[src/rtl/ram_arbiter.sv]
// ram_arbiter: two-port arbiter serialising read/write transactions onto a 16x4 synchronous RAM.
// Define RAM_ARB_RR_EN for round-robin arbitration of simultaneous requests; otherwise port 0 has fixed priority.
module ram_arbiter (
   input  logic       clk,
   input  logic       rst_n,
   input  logic       req0,
   input  logic       req1,
   input  logic       we0,
   input  logic       we1,
   input  logic [3:0] addr0,
   input  logic [3:0] addr1,
   input  logic [3:0] wdata0,
   input  logic [3:0] wdata1,
   output logic       gnt0,
   output logic       gnt1,
   output logic       rsp_valid0,
   output logic       rsp_valid1,
   output logic [3:0] rdata,
   output logic       busy,
   output logic       mem_we,
   output logic [3:0] mem_add,
   output logic [3:0] mem_din,
   input  logic [3:0] mem_dout
);
   typedef enum logic [2:0] {IDLE, W0, W1, W2, R0, R1} state_t;
   state_t state, state_nxt;
   logic   owner;
   logic   pick1;
`ifdef RAM_ARB_RR_EN
   logic   last;
   // on a tie the port that was not granted most recently wins
   always_comb pick1 = req1 & (~req0 | ~last);
   // track the most recently granted port; reset behaves as if port 1 was granted last
   always_ff @(posedge clk or negedge rst_n)
      if (!rst_n) last <= 1'b1;
      else if (gnt0 | gnt1) last <= gnt1;
`else
   // port 0 wins every tie
   always_comb pick1 = req1 & ~req0;
`endif
   assign busy   = state != IDLE;
   assign mem_we = state == W0;
   // state register
   always_ff @(posedge clk or negedge rst_n)
      if (!rst_n) state <= IDLE;
      else state <= state_nxt;
   // next state and grants; grants only come from IDLE and are suppressed while reset is asserted
   always_comb begin
      state_nxt = state;
      gnt0      = 1'b0;
      gnt1      = 1'b0;
      case (state)
         IDLE: if (rst_n && (req0 || req1)) begin
            gnt0      = ~pick1;
            gnt1      = pick1;
            state_nxt = (pick1 ? we1 : we0) ? W0 : R0;
         end
         W0:      state_nxt = W1;
         W1:      state_nxt = W2;
         W2:      state_nxt = IDLE;
         R0:      state_nxt = R1;
         R1:      state_nxt = IDLE;
         default: state_nxt = IDLE;
      endcase
   end
   // capture the granted port and its request; mem_add/mem_din stay put until the next grant
   always_ff @(posedge clk or negedge rst_n)
      if (!rst_n) begin
         owner   <= 1'b0;
         mem_add <= 4'h0;
         mem_din <= 4'h0;
      end else if (gnt0 | gnt1) begin
         owner   <= gnt1;
         mem_add <= gnt1 ? addr1 : addr0;
         mem_din <= gnt1 ? wdata1 : wdata0;
      end
   // read response: take RAM data at the edge ending R1 and pulse the owner's valid for one cycle
   always_ff @(posedge clk or negedge rst_n)
      if (!rst_n) begin
         rsp_valid0 <= 1'b0;
         rsp_valid1 <= 1'b0;
         rdata      <= 4'h0;
      end else begin
         rsp_valid0 <= (state == R1) & ~owner;
         rsp_valid1 <= (state == R1) & owner;
         if (state == R1) rdata <= mem_dout;
      end
endmodule

[config.mk]
export PLATFORM = sky130hd
export DESIGN_NAME = ram_arbiter
export DESIGN_NICKNAME = d
export VERILOG_FILES = /design/src/rtl/ram_arbiter.sv
export SDC_FILE = /design/constraint.sdc
export NUM_CORES = 1
export LEC_CHECK = 0
export ABC_AREA = 1
export CAP_MARGIN = 20
export CORE_MARGIN = 5
export CORE_UTILIZATION = 30
export DETAILED_ROUTE_END_ITERATION = 6
export DONT_BUFFER_PORTS = 1
export GPL_TIMING_DRIVEN = 0
export HOLD_SLACK_MARGIN = 0.05
export PLACE_DENSITY = 0.48
export SYNTH_ARGS = -nofsm -noshare
export SYNTH_HDL_FRONTEND = slang
export SYNTH_SLANG_ARGS = --single-unit
[constraint.sdc]
create_clock -name clk -period 2.6 [get_ports clk]
set_clock_uncertainty 0.05 [all_clocks]
set_input_delay 0.52 -clock clk [delete_from_list [all_inputs] [get_ports clk]]
set_output_delay 0.52 -clock clk [all_outputs]
set_load 0.02 [all_outputs]
== After elaboration in Yosys (flattened, before gate mapping) ==
Cells that the tools add are included.

* Reduce and logical (&&, ||, !) cells: 4
* Equal/unequal tests: 5
* Bitwise operators: 7
* Muxes and demuxes: 10

{| class="wikitable"
|+ Operator list
! operator !! number
|-
| $pmux 3 s4 || 1
|-
| $mux 4 || 2
|-
| $eq 3x3->1 const B || 2
|-
| $mux 3 || 2
|-
| $mux 1 || 5
|-
| $and 1x1->1 || 3
|-
| $eq 3x1->1 const B || 1
|-
| $eq 3x2->1 const B || 1
|-
| $logic_not 3->1 || 1
|-
| $not 1->1 || 3
|-
| $reduce_bool 3->1 || 1
|-
| $ne 2x2->1 const B || 1
|-
| $logic_and 1x1->1 || 1
|-
| $logic_or 1x1->1 || 1
|-
| $or 1x1->1 || 1
|}

* Register bits: 18
* Logic and storage cells: 33
* Output and inout bits: 18

== Longest topological paths before layout ==
* Word-level depth: 6
* Depth in mapped cells: 8
* Depth with buffers taken out: 7

== Least setup slack after synthesis ==
Ideal clock, no wire load.

* Path kind: flip-flop to output port
* Start: register state[1]
* End: output gnt1
* Cell stages (with the launch flop): 4
* Required time: 2.030 ns
* Arrival: 0.969 ns
* Slack: 1.061 ns
* Buffers on the path: 0
* Path through: dfrtp_1 > nor2_2 > nand2_2 > nor2_4

* Word-level cells in the longest chain between the ends: 2

{| class="wikitable"
|+ Ends and longest elaborated chain
! what !! line !! RTL
|-
| start: declaration || 26 || <nowiki>state_t state, state_nxt;</nowiki>
|-
| start signal: assignment || 46 || <nowiki>else state <= state_nxt;</nowiki>
|-
| $logic_not 3->1 || 52 || <nowiki>case (state)</nowiki>
|-
| $mux 1 || 52 ||
|-
| end: declaration || 15 || <nowiki>output logic gnt1,</nowiki>
|}

Every way passes these cells.

== Final worst setup path ==
Ends and elaborated chain as after synthesis.

==> impl_metrics.toml <==
[status]
run_status = "finished, final reports clean"

[worst_setup_path]
crit_family = "simple AND/OR/NAND/NOR gates"
cp_max_fo = 9
rr_endpoint = "mem_add[2]"
cp_slowest_cell = "dfrtp_1"
slowest_delay_ps = 450
cp.buffers_inverters = 0
r2r_setup_slack_ps = 1070
crit_type = "flop to output port"
crit_path_end_kind = "output port"
critPathLaunchType = "flop"
worstPathRequired_ps = 2030
reg2reg_depth = 6
r2r-start = "state[1]"
crit_chain = "nor2_2 > nand2_2 > nor2_4"
crit_arrival_ps = 1410

[global_routing]
grt-ovfl-total = 0
antenna_found_initial = 0
grt_pass1_wl_um = 3512
track_usage_pct = 10.73
grt_pass1_vias = 761
grt_max_degree = 19

[sta]
tns_ps = 0
setup_viol = 0
rsz0062_at_grt = "false"
drv_slew = 0
hold_viol = 0
min_period_ps = 1978
maxSlewHeadroom_pct = 44.94
fmax_mhz = 505.7
fin_crit_sh_pct = 76.06
tightest_slew_ps = 823.1

[drt]
drt-total-wl_um = 2091
wire_per_inst_um = 12.09
vias = 747
drtPass1Iterations = 4
ant_nets = 0
drc = 0
vias_per_cell = 4.318
drt_iter0_markers = 7

[yosys]
avgSynthCellArea_um2 = 7.689
synth.distinct_cells = 19
ys_warn_count = 0
yosys.area.top_type_share_pct = 47.24
synth_seq_area_share_pct = 47.24
syn_inst = 124
syn-cell-area_um2 = 953.4
synth_seq_cells = 18
synth_top_cell_by_area = "dfrtp_1"
syn-num-nets = 150
synthTopCellsByArea = "dfrtp_1 (47%), nand2_1 (13%), nand3_1 (10%), inv_1 (8.7%), o21ai_1 (2.6%)"

[cts]
postCtsSetupBuffers = 0
cts-htree-levels = 1
path_clk_slew_ps = 100
cts_num_sinks = 18
tritoncts = "yes"
clk_root_buffer_cell = "clkbuf_4"
cts_buffer_depth = 2
post_cts_resized = 0
clock_latency_ps = 290
numCtsBuffers = 3

[power_and_ir_drop]
pwr-share-comb_pct = 28.4
p_clk_share_pct = 15.6
p_int_w = 0.0005913
p_leak_nw = 0.5914
peakVddDrop_mv = 0.3699
swShare_pct = 45.64
power_switching_w = 0.0004966
powerDensity_nw_per_um2 = 1031
seq_power_share_pct = 56.0

[placed_design]
place_hpwl_um = 1589
io_buffers = 0
placed_cell_area_um2 = 1008
gp_congestion = 0.6801
dp.cells = 168

[layout]
fillers = 360
seq_area_um2 = 450.4
diodes = 0
multi_input_area_um2 = 385.4
final_core_util_pct = 34.55
finalNonFillerCells = 173
finalInstanceArea_um2 = 1055
final_nets = 156
drive_above_1_share_pct = 15.50
syn_to_final_growth_pct = 10.63

[floorplan]
num_rows = 20
die_area_um2 = 4406
die_w_um = 66.38
coreArea_um2 = 3053
die_h_um = 66.38
ioPinCount = 44
initial_core_util_pct = 31.23

[worst_hold_path]
hold_start = "mem_dout[0]"
worstHoldPathCells = 2
hold_path.class = "input port to flop"
holdPathEnd = "rdata[0]"

[job]
max_cap_viol_count = 0
[layer usage]
metal,global-route usage (%),wire length (um)
met1,14.24,1028
met2,15.12,853
met3,3.401,180
met4,6.091,29
met5,0,0
[final cells by class]
| class | instances | area share (%) |
|---|---|---|
| Multi-Input combinational cell | 77 | 36.54 |
| Clock buffer | 4 | 3.440 |
| Timing Repair Buffer | 1 | 0.9490 |
| Inverter | 28 | 10.08 |
| Sequential cell | 18 | 42.70 |
| Tap cell | 44 | 5.219 |
| Buffer | 1 | 1.068 |
[cells by family after synthesis]
group	count (synthesis)	synth area share [%]
flip-flops	18	47.24
AND/OR/NAND/NOR	67	33.99
buffers and inverters	29	12.34
AO/OA/AOI/OAI	10	6.430
[state kept, by name, summed over array words and instances, names as in the netlist]
register    cells
mem_add         4
rdata           4
rsp_valid0      1
owner           1
rsp_valid1      1
mem_din         4
state           3
[power groups by stage]
stage / Combinational [W] / Clock (W) / Sequential (W)
after floorplan: 0.000265 / 0 / 0.000586
after global placement: 0.000301 / 0 / 0.000616
after detailed placement: 0.000308 / 0 / 0.000617
after CTS: 0.000316 / 0.000182 / 0.000612
after global routing: 0.000357 / 0.000194 / 0.000628
final: 0.000309 / 0.000170 / 0.000609
[Yosys cell counts]
cell type / instances
nand2_1: 34
inv_1: 22
nand3_1: 19
dfrtp_1: 18
inv_2: 5
nor2_1: 5
o21ai_1: 5
a21oi_1: 3
nand2_2: 2
nor2_2: 2
a21oi_4: 1
buf_6: 1
clkinv_2: 1
nand2_4: 1
nand3_4: 1
nand4_2: 1
nor2_4: 1
nor3_1: 1
o21ai_0: 1
[cell usage in the layout, fill, tap and decap left out, drive strengths merged]
cell type	n
nand3	20
buf	1
nor3	1
dlygate4sd3	1
o21ai	6
nand2	37
inv	27
nand4	1
clkbuf	4
nor2	8
dfrtp	18
clkinv	1
a21oi	4
[what timing repair did]
action / 4_1_cts / 5_1_grt
endpoints found under the setup margin: 0 / 0
endpoints found under the hold margin: 18 / 0
hold buffers: 1 / 0
[worst max path at each step]
stage,endpoint,cells after the start,startpoint,slack [ps]
after floorplan,gnt1,3,state[1],1060
after global placement,gnt1,3,state[1],950
after detailed placement,gnt1,3,state[1],930
after CTS,gnt1,3,state[1],580
after global routing,gnt1,3,state[1],510
final,gnt1,3,state[1],620
[metrics by stage]
step                      setup slack [ps]  hold WS (ps)  power (W)
after floorplan                       1061         174.4  0.0008510
after global placement               946.6         175.4  0.0009172
after detailed placement             928.3         175.2  0.0009245
after CTS                            578.4         292.2   0.001110
after global routing                 512.6         289.1   0.001180
final                                622.4         308.3   0.001088
Note: power is estimated with default switching activity, not from simulation.
